## src/rtl/instr_encoder_pkg.sv

```systemverilog
// Shared encodings for the instruction encoder: op_sel mnemonics, MIPS opcode/funct
// constants, FSM states and field-packing helpers.
package instr_encoder_pkg;

    typedef enum logic [4:0] {
        OP_NOP   = 5'd0,  OP_ADDU  = 5'd1,  OP_SUBU = 5'd2,  OP_AND  = 5'd3,
        OP_OR    = 5'd4,  OP_SLT   = 5'd5,  OP_SLL  = 5'd6,  OP_SRL  = 5'd7,
        OP_MULTU = 5'd8,  OP_MFHI  = 5'd9,  OP_MFLO = 5'd10, OP_LW   = 5'd11,
        OP_SW    = 5'd12, OP_BEQ   = 5'd13, OP_BGTZ = 5'd14, OP_J    = 5'd15,
        OP_ADDIU = 5'd16, OP_ORI   = 5'd17
    } op_sel_e;

    localparam logic [5:0] OPC_RTYPE = 6'd0;
    localparam logic [5:0] OPC_J     = 6'd2;
    localparam logic [5:0] OPC_BEQ   = 6'd4;
    localparam logic [5:0] OPC_BGTZ  = 6'd7;
    localparam logic [5:0] OPC_ADDIU = 6'd9;
    localparam logic [5:0] OPC_ORI   = 6'd13;
    localparam logic [5:0] OPC_LW    = 6'd35;
    localparam logic [5:0] OPC_SW    = 6'd43;

    localparam logic [5:0] FN_SLL   = 6'd0;
    localparam logic [5:0] FN_SRL   = 6'd2;
    localparam logic [5:0] FN_MFHI  = 6'd16;
    localparam logic [5:0] FN_MFLO  = 6'd18;
    localparam logic [5:0] FN_MULTU = 6'd25;
    localparam logic [5:0] FN_ADDU  = 6'd33;
    localparam logic [5:0] FN_SUBU  = 6'd35;
    localparam logic [5:0] FN_AND   = 6'd36;
    localparam logic [5:0] FN_OR    = 6'd37;
    localparam logic [5:0] FN_SLT   = 6'd42;

    typedef enum logic [1:0] {ST_IDLE, ST_LOAD, ST_DRAIN, ST_DONE} state_e;

    function automatic logic [31:0] rtype(input logic [4:0] rs, input logic [4:0] rt,
                                          input logic [4:0] rd, input logic [4:0] shamt,
                                          input logic [5:0] funct);
        return {OPC_RTYPE, rs, rt, rd, shamt, funct};
    endfunction

    function automatic logic [31:0] itype(input logic [5:0] opc, input logic [4:0] rs,
                                          input logic [4:0] rt, input logic [15:0] imm);
        return {opc, rs, rt, imm};
    endfunction

endpackage

```

## src/rtl/instr_encoder_if.sv

```systemverilog
// Beat channel from an instruction-description source into the encoder.
interface instr_encoder_if;
    logic        in_valid;
    logic        in_ready;
    logic        in_last;
    logic [4:0]  op_sel;
    logic [4:0]  rs;
    logic [4:0]  rt;
    logic [4:0]  rd;
    logic [4:0]  shamt;
    logic [15:0] imm;
    logic [25:0] target;

    modport master (output in_valid, in_last, op_sel, rs, rt, rd, shamt, imm, target,
                    input  in_ready);
    modport slave  (input  in_valid, in_last, op_sel, rs, rt, rd, shamt, imm, target,
                    output in_ready);
endinterface

```

## src/rtl/instr_field_pack.sv

```systemverilog
// Combinational mnemonic + fields -> 32-bit MIPS word; unused fields are forced to zero.
module instr_field_pack
    import instr_encoder_pkg::*;
(
    input  logic [4:0]  op_sel,
    input  logic [4:0]  rs,
    input  logic [4:0]  rt,
    input  logic [4:0]  rd,
    input  logic [4:0]  shamt,
    input  logic [15:0] imm,
    input  logic [25:0] target,
    output logic [31:0] word,
    output logic        illegal
);
    always_comb begin
        word    = '0;
        illegal = 1'b0;
        case (op_sel)
            OP_NOP:   word = '0;
            OP_ADDU:  word = rtype(rs, rt, rd, 5'd0, FN_ADDU);
            OP_SUBU:  word = rtype(rs, rt, rd, 5'd0, FN_SUBU);
            OP_AND:   word = rtype(rs, rt, rd, 5'd0, FN_AND);
            OP_OR:    word = rtype(rs, rt, rd, 5'd0, FN_OR);
            OP_SLT:   word = rtype(rs, rt, rd, 5'd0, FN_SLT);
            OP_SLL:   word = rtype(5'd0, rt, rd, shamt, FN_SLL);
            OP_SRL:   word = rtype(5'd0, rt, rd, shamt, FN_SRL);
            OP_MULTU: word = rtype(rs, rt, 5'd0, 5'd0, FN_MULTU);
            OP_MFHI:  word = rtype(5'd0, 5'd0, rd, 5'd0, FN_MFHI);
            OP_MFLO:  word = rtype(5'd0, 5'd0, rd, 5'd0, FN_MFLO);
            OP_LW:    word = itype(OPC_LW, rs, rt, imm);
            OP_SW:    word = itype(OPC_SW, rs, rt, imm);
            OP_BEQ:   word = itype(OPC_BEQ, rs, rt, imm);
            OP_BGTZ:  word = itype(OPC_BGTZ, rs, 5'd0, imm);
            OP_J:     word = {OPC_J, target};
            OP_ADDIU: word = itype(OPC_ADDIU, rs, rt, imm);
            OP_ORI:   word = itype(OPC_ORI, rs, rt, imm);
            default:  illegal = 1'b1;
        endcase
    end
endmodule

```

## src/rtl/instr_encoder.sv

```systemverilog
// Burst loader: encodes one instruction per accepted beat and writes it to
// instruction memory the following cycle at consecutive word addresses.
module instr_encoder
    import instr_encoder_pkg::*;
#(
    parameter int DEPTH = 256
) (
    input  logic                     clk,
    input  logic                     rst_n,
    input  logic                     start,
    input  logic [$clog2(DEPTH)-1:0] base_addr,
    instr_encoder_if.slave           bus,
    output logic                     im_we,
    output logic [$clog2(DEPTH)+1:0] im_addr,
    output logic [31:0]              im_wdata,
    output logic                     busy,
    output logic                     done,
    output logic                     err,
    output logic                     wrap,
    output logic [$clog2(DEPTH):0]   count
);
    localparam int AW = $clog2(DEPTH);
    localparam logic [AW:0] CNT_MAX = (AW+1)'(DEPTH);

    state_e          state;
    logic            ready;
    logic [AW-1:0]   idx;
    logic [31:0]     word;
    logic            illegal;
    logic            accept;

    instr_field_pack u_pack (
        .op_sel  (bus.op_sel),
        .rs      (bus.rs),
        .rt      (bus.rt),
        .rd      (bus.rd),
        .shamt   (bus.shamt),
        .imm     (bus.imm),
        .target  (bus.target),
        .word    (word),
        .illegal (illegal)
    );

    assign bus.in_ready = ready;
    assign accept       = bus.in_valid & ready;

    always_ff @(posedge clk or negedge rst_n) begin
        if (!rst_n) begin
            state    <= ST_IDLE;
            ready    <= 1'b0;
            idx      <= '0;
            im_we    <= 1'b0;
            im_addr  <= '0;
            im_wdata <= '0;
            busy     <= 1'b0;
            done     <= 1'b0;
            err      <= 1'b0;
            wrap     <= 1'b0;
            count    <= '0;
        end else begin
            im_we <= 1'b0;
            done  <= 1'b0;
            case (state)
                ST_IDLE: if (start) begin
                    state <= ST_LOAD;
                    ready <= 1'b1;
                    busy  <= 1'b1;
                    idx   <= base_addr;
                    count <= '0;
                    err   <= 1'b0;
                    wrap  <= 1'b0;
                end
                ST_LOAD: if (accept) begin
                    im_we    <= 1'b1;
                    im_addr  <= {idx, 2'b00};
                    im_wdata <= word;
                    idx      <= idx + 1'b1;
                    if (count != CNT_MAX) count <= count + 1'b1;
                    if (illegal) err <= 1'b1;
                    // Index 0 after an earlier write in this burst means we rolled over.
                    if (count != '0 && idx == '0) wrap <= 1'b1;
                    if (bus.in_last) begin
                        state <= ST_DRAIN;
                        ready <= 1'b0;
                    end
                end
                ST_DRAIN: begin
                    state <= ST_DONE;
                    done  <= 1'b1;
                end
                ST_DONE: begin
                    state <= ST_IDLE;
                    busy  <= 1'b0;
                end
                default: state <= ST_IDLE;
            endcase
        end
    end
endmodule

```

## src/flat_wrapper.sv

```systemverilog
// flat-port wrapper written by rule: the top's interface ports become plain ports
module instr_encoder_flat import instr_encoder_pkg::*;
#(
    parameter int DEPTH = 256
)
  (clk, rst_n, start, base_addr, im_we, im_addr, im_wdata, busy, done, err, wrap, count, bus_in_valid, bus_in_last, bus_op_sel, bus_rs, bus_rt, bus_rd, bus_shamt, bus_imm, bus_target, bus_in_ready);
  instr_encoder_if bus_i ();
  input  logic clk;
  input  logic rst_n;
  input  logic start;
  input  logic [$clog2(DEPTH)-1:0] base_addr;
  output logic im_we;
  output logic [$clog2(DEPTH)+1:0] im_addr;
  output logic [31:0] im_wdata;
  output logic busy;
  output logic done;
  output logic err;
  output logic wrap;
  output logic [$clog2(DEPTH):0] count;
  input wire logic [$bits(bus_i.in_valid)-1:0] bus_in_valid;
  input wire logic [$bits(bus_i.in_last)-1:0] bus_in_last;
  input wire logic [$bits(bus_i.op_sel)-1:0] bus_op_sel;
  input wire logic [$bits(bus_i.rs)-1:0] bus_rs;
  input wire logic [$bits(bus_i.rt)-1:0] bus_rt;
  input wire logic [$bits(bus_i.rd)-1:0] bus_rd;
  input wire logic [$bits(bus_i.shamt)-1:0] bus_shamt;
  input wire logic [$bits(bus_i.imm)-1:0] bus_imm;
  input wire logic [$bits(bus_i.target)-1:0] bus_target;
  output wire logic [$bits(bus_i.in_ready)-1:0] bus_in_ready;
  assign bus_i.in_valid = bus_in_valid;
  assign bus_i.in_last = bus_in_last;
  assign bus_i.op_sel = bus_op_sel;
  assign bus_i.rs = bus_rs;
  assign bus_i.rt = bus_rt;
  assign bus_i.rd = bus_rd;
  assign bus_i.shamt = bus_shamt;
  assign bus_i.imm = bus_imm;
  assign bus_i.target = bus_target;
  assign bus_in_ready = bus_i.in_ready;
  instr_encoder #(.DEPTH(DEPTH)) u_core (.clk(clk), .rst_n(rst_n), .start(start), .base_addr(base_addr), .bus(bus_i), .im_we(im_we), .im_addr(im_addr), .im_wdata(im_wdata), .busy(busy), .done(done), .err(err), .wrap(wrap), .count(count));
endmodule
```

## config.mk

```make
export PLATFORM = sky130hd
export DESIGN_NAME = instr_encoder_flat
export DESIGN_NICKNAME = d
export VERILOG_FILES = /design/src/rtl/instr_encoder_pkg.sv /design/src/rtl/instr_encoder_if.sv /design/src/rtl/instr_field_pack.sv /design/src/rtl/instr_encoder.sv /design/src/flat_wrapper.sv
export SDC_FILE = /design/constraint.sdc
export NUM_CORES = 1
export LEC_CHECK = 0
export ABC_AREA = 1
export BUFFER_PORTS_ARGS = -buffer_cell sky130_fd_sc_hd__buf_2
export CORE_MARGIN = 4
export CORE_UTILIZATION = 48
export DETAILED_ROUTE_END_ITERATION = 8
export PLACE_DENSITY = 0.75
export SLEW_MARGIN = 20
export SYNTH_ARGS = -nofsm -noshare
export SYNTH_HDL_FRONTEND = slang
export SYNTH_SLANG_ARGS = --single-unit
```

## constraint.sdc

```tcl
create_clock -name clk -period 1.8 [get_ports clk]
set_clock_uncertainty 0.2 [all_clocks]
set_input_delay 0.09 -clock clk [delete_from_list [all_inputs] [get_ports clk]]
set_output_delay 0.09 -clock clk [all_outputs]
set_load 0.03 [all_outputs]
```

==> results of run 1 <==
## cells in the mapped netlist, drive strengths merged
| cell | count |
|---|---|
| nand3 | 99 |
| o21a | 1 |
| clkinv | 2 |
| dfrtp | 64 |
| nor2 | 48 |
| o21ai | 41 |
| nor4 | 1 |
| or2 | 5 |
| a21oi | 17 |
| nand2 | 314 |
| nand4 | 29 |
| a22oi | 1 |
| o22ai | 1 |
| buf | 18 |
| inv | 63 |
| clkbuf | 25 |
| o221a | 1 |
| nor3 | 11 |
| conb | 1 |
| a211oi | 1 |
| nand3b | 1 |
| ha | 8 |
| xor2 | 2 |
| nor3b | 2 |
| a31oi | 1 |
## per-layer routing
metal	global-route usage, %	vias to the layer above	wire, um
met5	0	-	0
met4	7.306	0	282
met1	35.36	2706	6679
met2	47.39	279	7796
li1	-	2828	-
met3	4.877	30	1278
## cell type report
cell class	count	area, um^2	share of cell area, %
tap	129	161.4	2.472
timing repair inverter	1	7.507	0.1150
clock buffer	12	145.1	2.223
clock inverter	4	53.80	0.8241
inverter	65	249.0	3.814
timing repair buffer	233	1578	24.17
sequential	64	1604	24.57
multi-input combinational	587	2730	41.82
## tightest hold or removal path, stage by stage
cell                      delay (ns)
sky130_fd_sc_hd__buf_2          0.08
sky130_fd_sc_hd__nand3_1        0.06
sky130_fd_sc_hd__nand3_1        0.08
sky130_fd_sc_hd__nor2_1         0.05
sky130_fd_sc_hd__nand3_1        0.07
sky130_fd_sc_hd__nand2_1        0.04
sky130_fd_sc_hd__nand2_1        0.04
## kinds of logic (layout without fill, tap and decap cells)
| logic type | count (synthesis) | count (layout) | share of synthesized area [%] |
|---|---|---|---|
| xor gates and xnor gates | 2 | 2 | 0.3735 |
| other | 1 | 3 | 0.07994 |
| adders and majority gates | 8 | 8 | 2.134 |
| DFF | 64 | 64 | 34.14 |
| and+or+nand+nor | 510 | 510 | 46.60 |
| AOI/OAI and AO/OA | 64 | 64 | 7.256 |
| buffers and inverters | 108 | 315 | 9.416 |
## stage by stage
stage	util, %	cells	total power [mW]	setup TNS (ns)
floorplan	-	759	4.620	0
global placement	60.71	1023	5.747	-0.01503
detailed placement	60.71	1023	5.815	-0.4496
CTS	68.70	1094	7.219	0
global route	69.67	1095	7.974	-0.7103
finish	69.67	1095	7.484	-0.03025
## registers in the layout, summed over array words and instances (netlist names)
register / flops
u_core.wrap: 1
u_core.err: 1
u_core.bus.in_ready: 1
u_core.state: 2
u_core.im_wdata: 31
u_core.done: 1
u_core.im_addr: 8
u_core.im_we: 1
u_core.count: 9
u_core.busy: 1
u_core.idx: 8
## power by group through the flow
stage	logic (mW)	registers (mW)	clock network, mW
after global placement	3.44	2.31	0
after CTS	3.66	2.28	1.27
after global routing	4.26	2.38	1.34
after detailed placement	3.51	2.30	0
final	3.91	2.32	1.25
after floorplan	1.49	3.13	0
## what timing repair did
action                     CTS  global route
gates cloned                 1             0
hold buffers                53             0
resized for setup            3            20
setup endpoints to repair   17            50
hold endpoints to repair    91             0
pin swaps                    1             2
setup buffers                1             3
## path summary, 6_finish.rpt
check / endpoint / slack (ns) / cells past startpoint
max: u_core.idx[3] / -0.02 / 9
min: u_core.im_wdata[20] / 0.02 / 7
max reg2reg: u_core.idx[3] / -0.02 / 9
min reg2reg: u_core.im_wdata[8] / 0.28 / 2
max in group asynchronous: u_core.state[0] / 0.95 / 3
min in group asynchronous: u_core.im_wdata[0] / 0.12 / 3
==> tab_implementation.tex, run 1 <==
\begin{tabular}{lr}
\hline
Metric & Value \\
\hline
\multicolumn{2}{l}{\textbf{Status}} \\
Status & complete, but fails checks \\
Failing checks & setup timing \\
\multicolumn{2}{l}{\textbf{Setup path}} \\
Critical Path Source & u\_core.state[1] \\
Crit path DAT & 1.84 ns \\
Combined buffer and inverter count along the critical path & 3 \\
Sequence of cells on the critical path & inv\_2 -> ha\_4 -> inv\_4 -> o21ai\_2 -> nand2\_2 -> buf\_4 -> a21oi\_1 -> o21ai\_0 -> o21a\_1 \\
Critical Path Slowest Stage Cell & sky130\_fd\_sc\_hd\_\_dfrtp\_1 \\
Crit Reg-Reg Startpoint & u\_core.state[1] \\
Largest incremental delay on the critical path & 0.40 ns \\
Required time at the worst-slack endpoint & 1.82 ns \\
Endpoint class of the critical path & flip-flop \\
Critical path launch point type & flip-flop \\
Class of the most critical setup path & reg2reg \\
Maximum fanout encountered on the critical timing path & 5 \\
Worst path top cell family by delay & compound AO/OA/AOI/OAI gates \\
\multicolumn{2}{l}{\textbf{Detailed routing}} \\
Number of optimization iterations in the first detailed-route pass & 5 \\
Detailed-route vias per instance & 5.336 \\
Routed wire length per instance & 14.65 um \\
Count of unresolved DRC violations after routing & 0 \\
Final Routed Wirelength & 16040 um \\
Antenna viol nets, final & 0 \\
Total number of vias & 5843 \\
DRC violation total after the first TritonRoute iteration & approximately 480 \\
\multicolumn{2}{l}{\textbf{STA}} \\
Min setup slack post-route & -0.01690 ns \\
Worst slew margin relative to its limit & 64.29\% \\
Total of endpoints with negative setup slack in the final report & 3 \\
Number of slew-limit violations in the final report & 0 \\
Worst slew pin tran & around 0.54 ns \\
Minimum clock period after layout & 1.817 ns \\
Achievable Freq & about 550 MHz \\
Fin. Hold Viols & 0 \\
Setup repair after global routing missed its margin & yes \\
Post-route fraction of the period consumed by the critical path & 100.9\% \\
Worst hold margin & approximately 0.024 ns \\
\multicolumn{2}{l}{\textbf{Yosys}} \\
Netlist area before placement & about 0.0047 mm\^{}2 \\
Number of warnings issued by yosys & 0 \\
Cell types with the largest area share after synthesis & sky130\_fd\_sc\_hd\_\_dfrtp\_1 34\%, sky130\_fd\_sc\_hd\_\_nand2\_1 25\%, sky130\_fd\_sc\_hd\_\_nand3\_1 11\%, sky130\_fd\_sc\_hd\_\_inv\_1 4.5\%, sky130\_fd\_sc\_hd\_\_o21ai\_0 4.3\% \\
Syn avg cell area & 6.196 um\^{}2 \\
Count of distinct cell types in the synthesized netlist & 35 \\
Flip-flop and latch count after synthesis & 64 \\
Cell type with the highest aggregate area in the netlist & sky130\_fd\_sc\_hd\_\_dfrtp\_1 \\
Cell count after synthesis & around 760 \\
Fraction of the yosys area taken by sequential cells & 34.14\% \\
Share of the synthesized area in the top cell type & 34.14\% \\
\multicolumn{2}{l}{\textbf{Place}} \\
Detailed placement HPWL & about 11000 um \\
Placement Setup Slack & -0.05062 ns \\
Quantity of I/O buffers inserted on ports & approximately 130 \\
Cell Area, Placed & 0.005689 mm\^{}2 \\
GPL Wtd Cong & 0.9111 \\
\multicolumn{2}{l}{\textbf{Cells and area}} \\
Fill count & 760 \\
Count of inserted antenna diode cells & 0 \\
Proportion of layout cells with a drive suffix above 1 & roughly a quarter \\
Final nets & 1049 \\
Area growth from synthesis to layout & 39.18\% \\
Leading cell types in the layout, fill and taps excluded & 310 x sky130\_fd\_sc\_hd\_\_nand2\_1, 133 x sky130\_fd\_sc\_hd\_\_buf\_2, 99 x sky130\_fd\_sc\_hd\_\_nand3\_1 \\
Final design instance area without fill & 0.006529 mm\^{}2 \\
Most frequent standard cell in the layout excluding fill and tap cells & sky130\_fd\_sc\_hd\_\_nand2\_1 \\
\multicolumn{2}{l}{\textbf{Power and ir drop}} \\
Switching part of the total & 46.27\% \\
Sw power & 3.463 mW \\
Internal portion of total power & 4.021 mW \\
Power per unit of standard cell area & 1146 mW/mm\^{}2 \\
P\_leak & 3.590 nW \\
Max VDD drop & 0.7908 mV \\
Comb power frac & 52.3\% \\
Clock network fraction of design power & between 10\% and 20\% \\
Fraction of power consumed by sequential logic & 30.9\% \\
\multicolumn{2}{l}{\textbf{Floorplan}} \\
Width of the die & 106.9 um \\
Number of placement rows & 35 \\
Initial cell density of the core & 50.05\% \\
Die area & 0.01142 mm\^{}2 \\
Y dimension of the die & around 110 um \\
Number of ports placed on the die boundary & roughly 140 \\
Core outline area & approximately 0.0094 mm\^{}2 \\
\multicolumn{2}{l}{\textbf{Clock network}} \\
CTS tree & done \\
H-tree depth & 3 \\
Clock sink count & 64 \\
Clock-pin transition on the worst setup and hold timing paths & roughly 0.07 ns \\
Clock latency reported for the late side of the worst-skew pair & 0.33 ns \\
Number of buffers added by the clock tree synthesis step & 9 \\
Buffer cell driving the clock tree root & sky130\_fd\_sc\_hd\_\_clkbuf\_8 \\
Maximum clock path buffer count & 2 \\
\multicolumn{2}{l}{\textbf{GRT}} \\
Global-route wire length before repair & $\sim$26000 um \\
Total grt overflow & 0 \\
Vias in the first global route & 5368 \\
All-layer global routing usage & 27.41\% \\
Largest net degree at the start of global routing & 65 \\
Antenna violations before repair & 0 \\
\multicolumn{2}{l}{\textbf{Min path}} \\
Type of the worst min-delay path & in2reg \\
Worst hold path startpoint & bus\_target[20] \\
\multicolumn{2}{l}{\textbf{Job}} \\
Max capacitance violation total & 0 \\
\hline
\end{tabular}
Power figures use the tool's default switching activity.
==> inputs of run 2 (changes only) <==
PLACE_DENSITY = 0.88   (was 0.75)
SKIP_LAST_GASP = 1   (was unset)
==> run 2 against run 1 <==
Against the previous run:
- the flow still finishes with violations (setup timing)
- via count grew 1.1%
- non-clock buffer count rose by 9
- design area grew 1.7%
- worst hold slack got worse by 0.016 ns
- wire length grew 4.4%
- critical path depth fell by 1
- utilization grew 1.2 points
- register-to-register slack worse by 0.03 ns
- clock power about the same
- highest routed layer unchanged
- final cell count rose by 0.64%
- die area did not move
- sequential power rose by 2%
==> tab_implementation.tex, run 2 (synthesized netlist as in run 1, its figures left out) <==
\begin{tabular}{lr}
\hline
Metric & Value \\
\hline
\multicolumn{2}{l}{\textbf{Min path}} \\
Worst hold path depth & 7 \\
Type of the worst min-delay path & in2reg \\
\multicolumn{2}{l}{\textbf{Cells and area}} \\
Largest regs & u\_core.im\_wdata x31, u\_core.count x9 \\
Proportion of layout cells with a drive suffix above 1 & 24.67\% \\
Count of inserted antenna diode cells & 0 \\
Most frequent standard cell in the layout excluding fill and tap cells & sky130\_fd\_sc\_hd\_\_nand2\_1 \\
Flip-flop count of the largest register after layout & 31 \\
Core utilization of the finished layout & approximately 71\% \\
Leading cell types in the layout, fill and taps excluded & 309 x sky130\_fd\_sc\_hd\_\_nand2\_1, 133 x sky130\_fd\_sc\_hd\_\_buf\_2, 99 x sky130\_fd\_sc\_hd\_\_nand3\_1 \\
Most flop-heavy register & u\_core.im\_wdata \\
Final nets & 1057 \\
Area growth from synthesis to layout & 41.50\% \\
\multicolumn{2}{l}{\textbf{Floorplan}} \\
Y dimension of the die & 106.9 um \\
Core outline area & 0.009371 mm\^{}2 \\
Initial cell density of the core & between 50 and 60\% \\
Die area & roughly 0.011 mm\^{}2 \\
Width of the die & 106.9 um \\
Number of placement rows & 35 \\
Number of ports placed on the die boundary & 137 \\
\multicolumn{2}{l}{\textbf{GRT}} \\
Largest net degree at the start of global routing & 43 \\
Most congested layer reported by global routing & met2 \\
Met1 Usage GRT & 34.06\% \\
Total grt overflow & 0 \\
Vias in the first global route & 5503 \\
All-layer global routing usage & between 20\% and 30\% \\
Antenna violations before repair & 0 \\
Global-route track usage on met2 & around 48\% \\
Global-route wire length before repair & 26210 um \\
GR Layer Usage met3 & 7.827\% \\
\multicolumn{2}{l}{\textbf{Clock network}} \\
Buffer cell driving the clock tree root & sky130\_fd\_sc\_hd\_\_clkbuf\_8 \\
Clock latency reported for the late side of the worst-skew pair & 0.35 ns \\
H-tree depth & 3 \\
Number of buffers added by the clock tree synthesis step & 9 \\
Clock sink count & between 60 and 70 \\
Clock-pin transition on the worst setup and hold timing paths & approximately 0.07 ns \\
Maximum clock path buffer count & 2 \\
CTS tree & done \\
\multicolumn{2}{l}{\textbf{Place}} \\
Quantity of I/O buffers inserted on ports & 133 \\
Detailed placement HPWL & roughly 11000 um \\
GPL Wtd Cong & 0.9592 \\
\multicolumn{2}{l}{\textbf{Detailed routing}} \\
DRC violation total after the first TritonRoute iteration & 497 \\
Detailed-route vias per instance & 5.363 \\
Number of optimization iterations in the first detailed-route pass & 5 \\
Antenna viol nets, final & 0 \\
Count of unresolved DRC violations after routing & 0 \\
Routed wire length per instance & between 15 and 20 um \\
Final Routed Wirelength & around 17000 um \\
Total number of vias & 5910 \\
\multicolumn{2}{l}{\textbf{Status}} \\
Failing checks & setup timing \\
Status & complete, but fails checks \\
\multicolumn{2}{l}{\textbf{STA}} \\
Worst slew margin relative to its limit & 59.20\% \\
Minimum clock period after layout & 1.851 ns \\
Post-route fraction of the period consumed by the critical path & 102.8\% \\
Fin. Hold Viols & 0 \\
Worst slew pin tran & approximately 0.61 ns \\
Number of slew-limit violations in the final report & 0 \\
Min setup slack post-route & -0.05111 ns \\
Achievable Freq & 540.2 MHz \\
Setup repair after global routing missed its margin & yes \\
Total of endpoints with negative setup slack in the final report & 1 \\
\multicolumn{2}{l}{\textbf{Setup path}} \\
Crit path DAT & 1.88 ns \\
Maximum fanout encountered on the critical timing path & 5 \\
Critical path launch point type & flip-flop \\
Class of the most critical setup path & reg2reg \\
Endpoint class of the critical path & flip-flop \\
Required time at the worst-slack endpoint & 1.83 ns \\
Register-to-Register Path Depth & 8 \\
\multicolumn{2}{l}{\textbf{Power and ir drop}} \\
Max VDD drop & 0.5796 mV \\
P\_leak & 3.666 nW \\
Power per unit of standard cell area & 1163 mW/mm\^{}2 \\
Total power & 7.721 mW \\
\multicolumn{2}{l}{\textbf{Job}} \\
Max capacitance violation total & 0 \\
\hline
\end{tabular}
==> run 2: cell count changes in the layout (fill, tap and decap cells not counted), moves of 2 or more <==
cell / delta
sky130_fd_sc_hd__buf_12: +2
sky130_fd_sc_hd__dlygate4sd3_1: +3
sky130_fd_sc_hd__o21ai_0: -4
sky130_fd_sc_hd__clkinvlp_4: -2
sky130_fd_sc_hd__a21oi_1: +2
sky130_fd_sc_hd__a21oi_2: -2
sky130_fd_sc_hd__o21ai_1: +4
sky130_fd_sc_hd__inv_2: +2
sky130_fd_sc_hd__buf_4: +3
==> run 2: final timing paths <==
kind,startpoint,endpoint,slack (ns)
worst max-delay path,u_core.state[0],u_core.idx[3],-0.05
worst min-delay path,bus_target[17],u_core.im_wdata[17],0.008
worst max register to register,u_core.state[0],u_core.idx[3],-0.05
worst min register to register,u_core.im_wdata[24],u_core.im_wdata[24],0.28
max in group asynchronous,rst_n,u_core.im_wdata[21],0.79
min in group asynchronous,rst_n,u_core.count[3],0.08
==> run 2: final cells by class <==
class	count	area, um^2
Multi-Input combinational cell	587	2734
Fill cell	752	2734
Timing Repair Buffer	242	1695
Sequential cell	64	1603
Inverter	65	246.5
Tap cell	129	161.4
Clock buffer	12	155.1
Clock inverter	3	42.54
==> run 2: worst max-delay path, stage by stage (launching register included) <==
cell	delay (ns)
sky130_fd_sc_hd__dfrtp_1	0.43
sky130_fd_sc_hd__inv_2	0.08
sky130_fd_sc_hd__ha_4	0.18
sky130_fd_sc_hd__o21ai_1	0.16
sky130_fd_sc_hd__nand2_2	0.11
sky130_fd_sc_hd__buf_6	0.15
sky130_fd_sc_hd__a21oi_1	0.15
sky130_fd_sc_hd__o21ai_0	0.14
sky130_fd_sc_hd__o21a_1	0.13
==> run 2: timing repair <==
action                     in CTS  in global routing
pin swaps                       1                  4
hold buffers                   56                  0
setup endpoints to repair      30                 56
setup buffers                   2                  5
hold endpoints to repair       94                  0
resized for setup               5                 22
cloned                          0                  1
==> run 2: where the power goes <==
group | total (mW) | leakage, nW | switching (mW) | internal (mW)
combinational | 4.11 | 2.74 | 2.64 | 1.48
clock | 1.25 | 0.0985 | 0.545 | 0.706
sequential | 2.36 | 0.830 | 0.375 | 1.98
==> run 2: routing by layer <==
layer	wire, um	vias to the layer above	share of wire [%]
met5	0	-	0
met4	639	0	3.8
met3	1338	59	8.0
li1	-	2848	-
met1	6816	2721	41
met2	7951	282	47
==> run 2: stage by stage <==
step	instances	hold slack, ns	cell area (um^2)	TNS (ns)	worst slack [ns]
final	1102	0.007685	6638	-0.05111	-0.05111
after global routing	1102	0.02070	6638	-0.2879	-0.09052
after global placement	1023	-0.07039	5714	0	0.01440
after floorplan	759	-0.4056	4721	0	0.01218
after detailed placement	1023	-0.06797	5714	-0.1853	-0.04200
after CTS	1096	0.001193	6520	0	0.002618
==> inputs of run 3 (changes only) <==
==> constraint.sdc (replaced) <==
create_clock -name clk -period 1.8 [get_ports clk]
set_clock_uncertainty 0.2 [all_clocks]
set_input_delay 0.18 -clock clk [delete_from_list [all_inputs] [get_ports clk]]
set_output_delay 0.18 -clock clk [all_outputs]
set_load 0.03 [all_outputs]
==> run 3 against run 2 <==
Against the previous run:
- the flow still finishes with violations (setup timing)
- design area up 2.8%
- first-iteration DRC count up 22%
- critical path depth stayed put
- wire length is 1.6% higher
- power increased by 5.7%
- clock power increased by 22%
- sequential power is essentially flat
- global-route usage shrank 0.44 points
- register-to-register slack better by 0.04 ns
- final cell count increased by 1.4%
- sequential cell count did not move
- highest routed layer unchanged
==> tab_implementation.tex, run 3 (synthesized netlist as in run 1, its figures left out) <==
\begin{tabular}{lr}
\hline
Metric & Value \\
\hline
\multicolumn{2}{l}{\textbf{Status}} \\
Status & complete, but fails checks \\
Failing checks & setup timing \\
\multicolumn{2}{l}{\textbf{STA}} \\
Final TNS setup & -0.08770 ns \\
Minimum clock period after layout & 1.815 ns \\
Setup repair after global routing missed its margin & yes \\
Worst slew pin tran & between 0.6 and 0.7 ns \\
Worst slew margin relative to its limit & 53.98\% \\
Min setup slack post-route & -0.01462 ns \\
Worst hold margin & 0.01793 ns \\
Fin. Hold Viols & 0 \\
Post-route fraction of the period consumed by the critical path & 100.8\% \\
Total of endpoints with negative setup slack in the final report & 10 \\
Achievable Freq & 551.1 MHz \\
Number of slew-limit violations in the final report & 0 \\
\multicolumn{2}{l}{\textbf{Clock network}} \\
Maximum clock path buffer count & 2 \\
Number of buffers added by the clock tree synthesis step & 9 \\
Clock-pin transition on the worst setup and hold timing paths & $\sim$0.07 ns \\
Clock sink count & 64 \\
Buffer cell driving the clock tree root & sky130\_fd\_sc\_hd\_\_clkbuf\_8 \\
Clock latency reported for the late side of the worst-skew pair & 0.34 ns \\
CTS tree & done \\
H-tree depth & 3 \\
\multicolumn{2}{l}{\textbf{Floorplan}} \\
Core outline area & 0.009371 mm\^{}2 \\
Number of placement rows & 35 \\
Y dimension of the die & between 100 and 150 um \\
Width of the die & 106.9 um \\
Number of ports placed on the die boundary & 137 \\
Die area & 0.01142 mm\^{}2 \\
Initial cell density of the core & around half \\
\multicolumn{2}{l}{\textbf{Cells and area}} \\
Area growth from synthesis to layout & 45.40\% \\
Leading cell types in the layout, fill and taps excluded & 309 x sky130\_fd\_sc\_hd\_\_nand2\_1, 133 x sky130\_fd\_sc\_hd\_\_buf\_2, 98 x sky130\_fd\_sc\_hd\_\_nand3\_1 \\
Flip-flop count of the largest register after layout & 31 \\
Largest regs & u\_core.im\_wdata x31, u\_core.count x9 \\
Sequential Area & $\sim$0.0016 mm\^{}2 \\
Most frequent standard cell in the layout excluding fill and tap cells & sky130\_fd\_sc\_hd\_\_nand2\_1 \\
Footprint of the multi-input gates & 0.002780 mm\^{}2 \\
Most flop-heavy register & u\_core.im\_wdata \\
Final nets & 1071 \\
Count of inserted antenna diode cells & 0 \\
Final design instance area without fill & 0.006820 mm\^{}2 \\
Proportion of layout cells with a drive suffix above 1 & 26.82\% \\
Fill count & 691 \\
Core utilization of the finished layout & 72.78\% \\
\multicolumn{2}{l}{\textbf{GRT}} \\
All-layer global routing usage & between 20 and 30\% \\
Antenna violations before repair & 0 \\
Global-route wire length before repair & 25680 um \\
Largest net degree at the start of global routing & 43 \\
Vias in the first global route & 5290 \\
Total grt overflow & 0 \\
\multicolumn{2}{l}{\textbf{Detailed routing}} \\
Count of unresolved DRC violations after routing & 0 \\
DRC violation total after the first TritonRoute iteration & 606 \\
Routed wire length per instance & 15.23 um \\
Final Routed Wirelength & 17010 um \\
Detailed-route vias per instance & 5.360 \\
Total number of vias & 5987 \\
Number of optimization iterations in the first detailed-route pass & 5 \\
Antenna viol nets, final & 0 \\
\multicolumn{2}{l}{\textbf{Setup path}} \\
Critical Path Source & u\_core.state[1] \\
Crit Reg-Reg Startpoint & u\_core.state[1] \\
Capture point of the worst reg-to-reg path & u\_core.idx[4] \\
Class of the most critical setup path & reg2reg \\
Reg-to-reg setup timing slack & -0.01 ns \\
Endpoint class of the critical path & flip-flop \\
Register-to-Register Path Depth & 8 \\
Worst setup path end & u\_core.idx[4] \\
Maximum fanout encountered on the critical timing path & 5 \\
Critical path launch point type & flip-flop \\
Crit path DAT & 1.83 ns \\
Required time at the worst-slack endpoint & 1.82 ns \\
\multicolumn{2}{l}{\textbf{Place}} \\
GPL Wtd Cong & between 0.9 and 1 \\
Detailed placement HPWL & roughly 11000 um \\
Cell Area, Placed & roughly 0.0058 mm\^{}2 \\
Quantity of I/O buffers inserted on ports & 133 \\
\multicolumn{2}{l}{\textbf{Power and ir drop}} \\
Total power & 8.164 mW \\
Power per unit of standard cell area & between 1000 and 1500 mW/mm\^{}2 \\
P\_leak & about 3.8 nW \\
Max VDD drop & $\sim$0.9 mV \\
\multicolumn{2}{l}{\textbf{Job}} \\
Max capacitance violation total & 0 \\
\multicolumn{2}{l}{\textbf{Min path}} \\
Type of the worst min-delay path & in2reg \\
\hline
\end{tabular}
-- run 3: worst min-delay path by stage --
stage	to	depth (start not counted)	start	slack [ns]
global placement	u_core.done	1	rst_n	-0.03
finish	u_core.idx[2]	3	base_addr[2]	0.02
floorplan	u_core.bus.in_ready	0	rst_n	-0.32
detailed placement	u_core.done	1	rst_n	-0.02
global route	u_core.idx[2]	3	base_addr[2]	0.008
CTS	u_core.idx[2]	3	base_addr[2]	0.001
-- run 3: power breakdown --
part / internal, mW / leakage (nW) / switching [mW] / total (mW)
Clock: 0.959 / 0.124 / 0.574 / 1.53
Sequential: 1.98 / 0.828 / 0.362 / 2.34
Combinational: 1.57 / 2.83 / 2.72 / 4.29
-- run 3: routing by layer --
metal	track usage [%]	vias to the layer above	wire length, um
li1	-	2889	-
met1	35.06	2740	6824
met2	46.22	298	8269
met3	5.960	60	1316
met4	11.05	0	600
met5	0	-	0
-- run 3: worst max-delay path: stages (launching register included) --
cell and delay, ns:
sky130_fd_sc_hd__dfrtp_1 0.39, sky130_fd_sc_hd__inv_2 0.13, sky130_fd_sc_hd__ha_4 0.20, sky130_fd_sc_hd__inv_4 0.05
sky130_fd_sc_hd__o21ai_2 0.12, sky130_fd_sc_hd__nand2_2 0.14, sky130_fd_sc_hd__buf_4 0.19, sky130_fd_sc_hd__a211oi_2 0.21
sky130_fd_sc_hd__a21oi_1 0.07
-- run 3: area by class of cell --
class,instances,area share [%]
multi-input cells,588,40.76
repair buffers,255,26.11
flip-flops and latches,64,23.52
inverters,65,3.651
well taps,129,2.367
clock buffers,11,2.073
clock inverters,5,1.523
-- run 3: timing repair --
action | 4_1_cts | 5_1_grt
resized for setup | 8 | 33
cloned | 0 | 2
hold buffers | 50 | 0
buffers inserted | 4 | 14
pin swaps | 3 | 8
setup endpoints to repair | 54 | 56
hold endpoints to repair | 44 | 0
-- run 3: through the flow --
step | setup WS [ns] | cells
3_5_place_dp | -0.07171 | 1034
6_report | -0.01462 | 1117
3_3_place_gp | -0.06075 | 1034
2_1_floorplan | 0.01218 | 759
5_1_grt | -0.09564 | 1117
4_1_cts | 0.001057 | 1104
